$ cat src/rtl/chunked_seq_adder.sv
// Multi-cycle WIDTH-bit adder that reuses one CHUNK-bit slice per clock, with valid/ready on both sides.
// Define ADDER_SUB_EN to add a 'sub' input that computes a - b - cin (cout is then the inverted borrow).
module chunked_seq_adder #(
    parameter int WIDTH = 16,
    parameter int CHUNK = 4
) (
    input  logic             clk,
    input  logic             rst_n,
    input  logic             in_valid,
    output logic             in_ready,
    input  logic [WIDTH-1:0] a,
    input  logic [WIDTH-1:0] b,
    input  logic             cin,
`ifdef ADDER_SUB_EN
    input  logic             sub,
`endif
    output logic             out_valid,
    input  logic             out_ready,
    output logic [WIDTH-1:0] sum,
    output logic             cout,
    output logic             ovf
);

    localparam int NCHUNK = (CHUNK > 0) ? WIDTH / CHUNK : 1;
    localparam int CNT_W  = (NCHUNK > 1) ? $clog2(NCHUNK) : 1;

    generate
        if (CHUNK < 1 || CHUNK > WIDTH) begin : g_bad_chunk_range
            $error("chunked_seq_adder: CHUNK must satisfy 1 <= CHUNK <= WIDTH");
        end else if (WIDTH % CHUNK != 0) begin : g_bad_chunk_multiple
            $error("chunked_seq_adder: WIDTH must be a multiple of CHUNK");
        end
    endgenerate

    typedef enum logic [1:0] {
        IDLE = 2'd0,
        RUN  = 2'd1,
        HOLD = 2'd2
    } state_t;

    state_t             state;
    state_t             state_nxt;
    logic [CNT_W-1:0]   cnt;
    logic               carry;
    logic [WIDTH-1:0]   opa;
    logic [WIDTH-1:0]   opb;
    logic [WIDTH-1:0]   b_eff;
    logic               cin_eff;
    logic               accept;
    logic               last_slice;
    logic [CHUNK:0]     slice_res;
    logic [CHUNK-1:0]   slice_sum;
    logic               slice_carry;
    logic               msb_carry_in;

    function automatic logic [CHUNK:0] add_slice(input logic [CHUNK-1:0] x,
                                                 input logic [CHUNK-1:0] y,
                                                 input logic             ci);
        add_slice = {1'b0, x} + {1'b0, y} + {{CHUNK{1'b0}}, ci};
    endfunction

    // Subtraction is folded into the operands at accept time: a + ~b + ~cin.
`ifdef ADDER_SUB_EN
    assign b_eff   = sub ? ~b   : b;
    assign cin_eff = sub ? ~cin : cin;
`else
    assign b_eff   = b;
    assign cin_eff = cin;
`endif

    assign in_ready   = (state == IDLE);
    assign out_valid  = (state == HOLD);
    assign accept     = (state == IDLE) && in_valid;
    assign last_slice = (cnt == CNT_W'(NCHUNK - 1));

    // Operands shift right one slice per RUN cycle, so the active slice is always the low CHUNK bits.
    assign slice_res    = add_slice(opa[CHUNK-1:0], opb[CHUNK-1:0], carry);
    assign slice_sum    = slice_res[CHUNK-1:0];
    assign slice_carry  = slice_res[CHUNK];
    assign msb_carry_in = opa[CHUNK-1] ^ opb[CHUNK-1] ^ slice_sum[CHUNK-1];

    always_comb begin
        state_nxt = state;
        case (state)
            IDLE: if (in_valid)   state_nxt = RUN;
            RUN:  if (last_slice) state_nxt = HOLD;
            HOLD: if (out_ready)  state_nxt = IDLE;
            default:              state_nxt = IDLE;
        endcase
    end

    always_ff @(posedge clk) begin
        if (accept) begin
            opa <= a;
            opb <= b_eff;
        end else if (state == RUN) begin
            opa <= opa >> CHUNK;
            opb <= opb >> CHUNK;
        end
    end

    always_ff @(posedge clk or negedge rst_n) begin
        if (!rst_n) begin
            state <= IDLE;
            cnt   <= '0;
            carry <= 1'b0;
            sum   <= '0;
            cout  <= 1'b0;
            ovf   <= 1'b0;
        end else begin
            state <= state_nxt;
            if (accept) begin
                cnt   <= '0;
                carry <= cin_eff;
            end else if (state == RUN) begin
                sum[int'(cnt) * CHUNK +: CHUNK] <= slice_sum;
                carry <= slice_carry;
                if (last_slice) begin
                    cnt  <= '0;
                    cout <= slice_carry;
                    ovf  <= msb_carry_in ^ slice_carry;
                end else begin
                    cnt <= cnt + CNT_W'(1);
                end
            end
        end
    end

endmodule
$ cat config.mk
export PLATFORM = sky130hd
export DESIGN_NAME = chunked_seq_adder
export DESIGN_NICKNAME = d
export VERILOG_FILES = /design/src/rtl/chunked_seq_adder.sv
export SDC_FILE = /design/constraint.sdc
export NUM_CORES = 1
export LEC_CHECK = 0
export CAP_MARGIN = 10
export CORE_ASPECT_RATIO = 1.2
export CORE_MARGIN = 3
export CORE_UTILIZATION = 30
export CTS_BUF_LIST = sky130_fd_sc_hd__clkbuf_8
export DETAILED_ROUTE_END_ITERATION = 10
export DONT_BUFFER_PORTS = 1
export PLACE_DENSITY = 0.41
export REMOVE_ABC_BUFFERS = 1
export SLEW_MARGIN = 20
export SYNTH_ARGS = -nofsm -noshare
export SYNTH_HDL_FRONTEND = slang
export SYNTH_SLANG_ARGS = --single-unit
$ cat constraint.sdc
create_clock -name clk -period 2.3 [get_ports clk]
set_input_delay 0.23 -clock clk [delete_from_list [all_inputs] [get_ports clk]]
set_output_delay 0.23 -clock clk [all_outputs]
set_load 0.03 [all_outputs]
==> qor.txt <==
Layout cells sized above 1 - 22.10%
Chip Width - 88.87 µm
Chip height - 105.4 µm
Final worst-path setup slack - 0.3967 ns
Total GRT Usage - 10.42%
Distinct cells, synth - 33
Routability Congestion - 0.7197
Final max-slew violation count - 0
Critical path, cell by cell - inv_1 > ha_1 > nor4b_1 > a22o_1
Layout overhead on the synthesized area - 10.73%
DR iter-0 viols - 48
M2 GR Usage - 17.78%
Adder-Cell Fraction of Synth Area - 6.174%
Site row count - 35
Net Sw Frac - 38.27%
Clock skew - 0.009163 ns
Type of the most critical hold path - in -> reg
Int Pwr - 2.679 mW
Vias per std cell - 4.952
Top cells by area in the synthesized netlist - edfxtp_1 (39%), dfrtp_1 (23%), mux2_2 (10%)
Global routing's busiest layer - met2
Largest net degree at the start of global routing - 33
First-pass GRT wire length - 7548 µm
Layout Cells excl Fill - 273
Comb power frac - 36.0%
ANT nets after route - 0
Root Buffer - clkbuf_8
Syn Inst Count - 172
Combinational family with the most area after synthesis - multiplexers
Reg area - 0.001536 mm²
DR pass1 iterations - 4
Critical path type - reg -> reg
DP HPWL - 3482 µm
Placed cells - 262
H-tree levels - 2
Endpoint, Worst Hold - opa[13]$_SDFFCE_PN0P_
CTS tree - yes
M3 GR Usage - 4.378%
# setup viols final - 0
Wire per inst - 17.00 µm
Slowest stage cell, crit path - nor4b_1
Clock Path Buffers - 2
Worst R2R End - sum[0]$_DFFE_PN0P_
XOR/XNOR Fraction of Synth Area - 1.063%
Reg2Reg Setup Slack - 0.40 ns
GR Util met1 - 11.34%
DRC - 0
Max Cap Violations - 0
Yosys top cell by area - edfxtp_1
Multiplexer share of the synthesized area - 10.93%
Outcome - completed
Yosys top cell area share - 38.87%
Worst hold start - a[13]
Worst EP arrival - 2.15 ns
Crit path time final - 1.903 ns
Reg-to-Reg Start - cnt[0]$_DFFE_PN0P_
NetSw - 1.661 mW
Rel. slew slack - 59.41%
Total CTS buffers - 5
Ports - 57
Routed WL - 4641 µm
Cell leakage power - 1.132 nW
Cells on worst reg2reg path - 4
Hold WS - 0.1196 ns
Vias in the first global route - 1,447
PD cells - 1586 mW/mm²
Footprint of the multi-input gates - 872.1 µm²
Net count, final - 228
Startpoint Class - flip-flop
Clock transition at path regs - 0.10 ns
Fmax - 0.5254 GHz
Final hold vios - 0
Sequential power share - 47.0%
FILL cells - 732
CTS sink cnt - 55
Number of port buffers - 0
Mapped cell area - 0.002472 mm²
Worst-margin pin slew - 0.6003 ns
Vias after detailed routing - 1,352
Critical path data required time - 2.55 ns
Initial antenna violation count - 0
Setup TNS Final - 0 ns
Crit path max fanout - 7
Number of diodes - 0
Starting Density - 31.54%
CP Capture Type - flip-flop
Hold path cells - 1
Fin area - 0.002738 mm²
Core box area - 0.007839 mm²
Final worst path period share - 82.75%
Share of synthesized area occupied by flip-flops and latches - 62.15%
Die area - 0.009371 mm²
Clock power share - 17.1%
Clock Latency Late Sink - 0.30 ns
Synthesized flop and latch total - 55
Place WS - 0.4479 ns
Postcts setup bufs - 0
Slowest cell delay on critical path - 0.59 ns
Post-Place Cell Area - 0.002580 mm²
Post-synthesis simple-gate area fraction - 8.249%
Total congestion overflow - 0
Synth warn - 0
Post-synthesis compound-gate area fraction - 8.755%
VDD IR max - 0.4839 mV
Syn Area/Cell - 14.37 µm²
RSZ-0062 raised after global routing - false
[kinds of logic (layout without fill, tap and decap cells)]
group | Yosys count | after routing
and+or+nand+nor | 36 | 36
AOI/OAI and AO/OA | 29 | 29
buffers and inverters | 14 | 23
DFF | 55 | 55
muxes | 24 | 24
adders and majority gates | 11 | 11
xor gates and xnor gates | 3 | 3
[registers in the layout (all words and copies together), names as in the netlist]
register and count:
ovf 1, cout 1, sum 16, opb 16
carry 1, cnt 2, opa 16, state 2
[worst max-delay path by stage]
stage,startpoint,cells past startpoint,slack [ns],endpoint
floorplan,state[1]$_DFFE_PN0P_,3,-0.08,opa[0]$_DFFE_PP_
global placement,carry$_DFFE_PN0P_,7,0.48,ovf$_DFFE_PN0P_
detailed placement,carry$_DFFE_PN0P_,6,0.45,sum[6]$_DFFE_PN0P_
CTS,cnt[0]$_DFFE_PN0P_,4,0.42,sum[0]$_DFFE_PN0P_
global route,cnt[0]$_DFFE_PN0P_,4,0.29,sum[0]$_DFFE_PN0P_
finish,cnt[0]$_DFFE_PN0P_,4,0.40,sum[0]$_DFFE_PN0P_
[through the flow]
step	power (mW)	utilization (%)
after CTS	4.426	34.73
final	4.341	34.92
after detailed placement	3.659	32.91
after floorplan	3.197	-
after global routing	4.679	34.92
after global placement	3.600	32.91
[power groups by stage]
stage               clock (mW)  sequential, mW  combinational, mW
global route             0.804            2.10               1.77
detailed placement           0            2.07               1.59
finish                   0.742            2.04               1.56
global placement             0            2.06               1.54
floorplan                    0            2.00               1.20
CTS                      0.770            2.05               1.61
[cells in the final DEF, fill, tap and decap left out]
cell / Yosys / final
nand2_4: 1 / 1
bufinv_16: 0 / 2
mux2_2: 23 / 23
a21o_1: 1 / 1
o21ai_0: 5 / 5
nor2_1: 7 / 6
o22a_1: 1 / 1
nor4b_1: 1 / 1
and2b_1: 1 / 1
mux2_1: 1 / 1
nand2b_1: 2 / 2
nand3b_1: 1 / 1
dfrtp_1: 23 / 23
buf_4: 1 / 3
nand2_1: 12 / 12
inv_1: 9 / 10
o2bb2ai_1: 1 / 1
edfxtp_1: 32 / 32
nor4b_2: 1 / 1
or4b_4: 1 / 1
xnor2_1: 2 / 2
a21oi_1: 3 / 3
a22o_1: 12 / 12
o31ai_1: 3 / 3
o21ai_2: 2 / 2
xor2_1: 1 / 1
dlygate4sd3_1: 0 / 2
o22ai_1: 1 / 1
buf_2: 2 / 1
nor2_2: 0 / 1
ha_1: 9 / 9
or3_1: 1 / 1
clkbuf_8: 0 / 5
and2_1: 8 / 8
fa_1: 2 / 2
[final cells by class]
type                    instances  area share [%]
flip-flops and latches         55           56.12
repair buffers                  6           1.737
inverters                       9           1.234
multi-input cells             103           31.86
well taps                      92           4.205
clock buffers                   5           2.514
clock inverters                 3           2.331
[layer usage]
metal,part of all wire [%],routed length (µm),up-vias
li1,-,-,637
met1,38,1769,655
met2,51,2386,52
met4,2.0,95,0
met3,8.4,390,8
met5,0,0,-
[synth_stat cells (all sizes together)]
library cell / number
a21o: 1
nand3b: 1
o21ai: 7
nand2: 13
nor4b: 2
or4b: 1
inv: 9
and2b: 1
nand2b: 2
o22a: 1
xnor2: 2
o22ai: 1
fa: 2
o2bb2ai: 1
and2: 8
a22o: 12
clkbuf: 1
o31ai: 3
ha: 9
edfxtp: 32
nor2: 7
buf: 4
dfrtp: 23
a21oi: 3
or3: 1
mux2: 24
xor2: 1
[worst max-delay path, delay by kind of cell (launching register included)]
kind	cells	cell delay (ns)
compound gates	1	0.21
fa+ha+maj	1	0.40
buf+inv	1	0.17
flops	1	0.48
simple gates	1	0.59
[timing repair]
action | 4_1_cts | 5_1_grt
resized for setup | 0 | 0
hold buffers | 1 | 2
endpoints found under the hold margin | 23 | 24
Power figures use the tool's default switching activity.
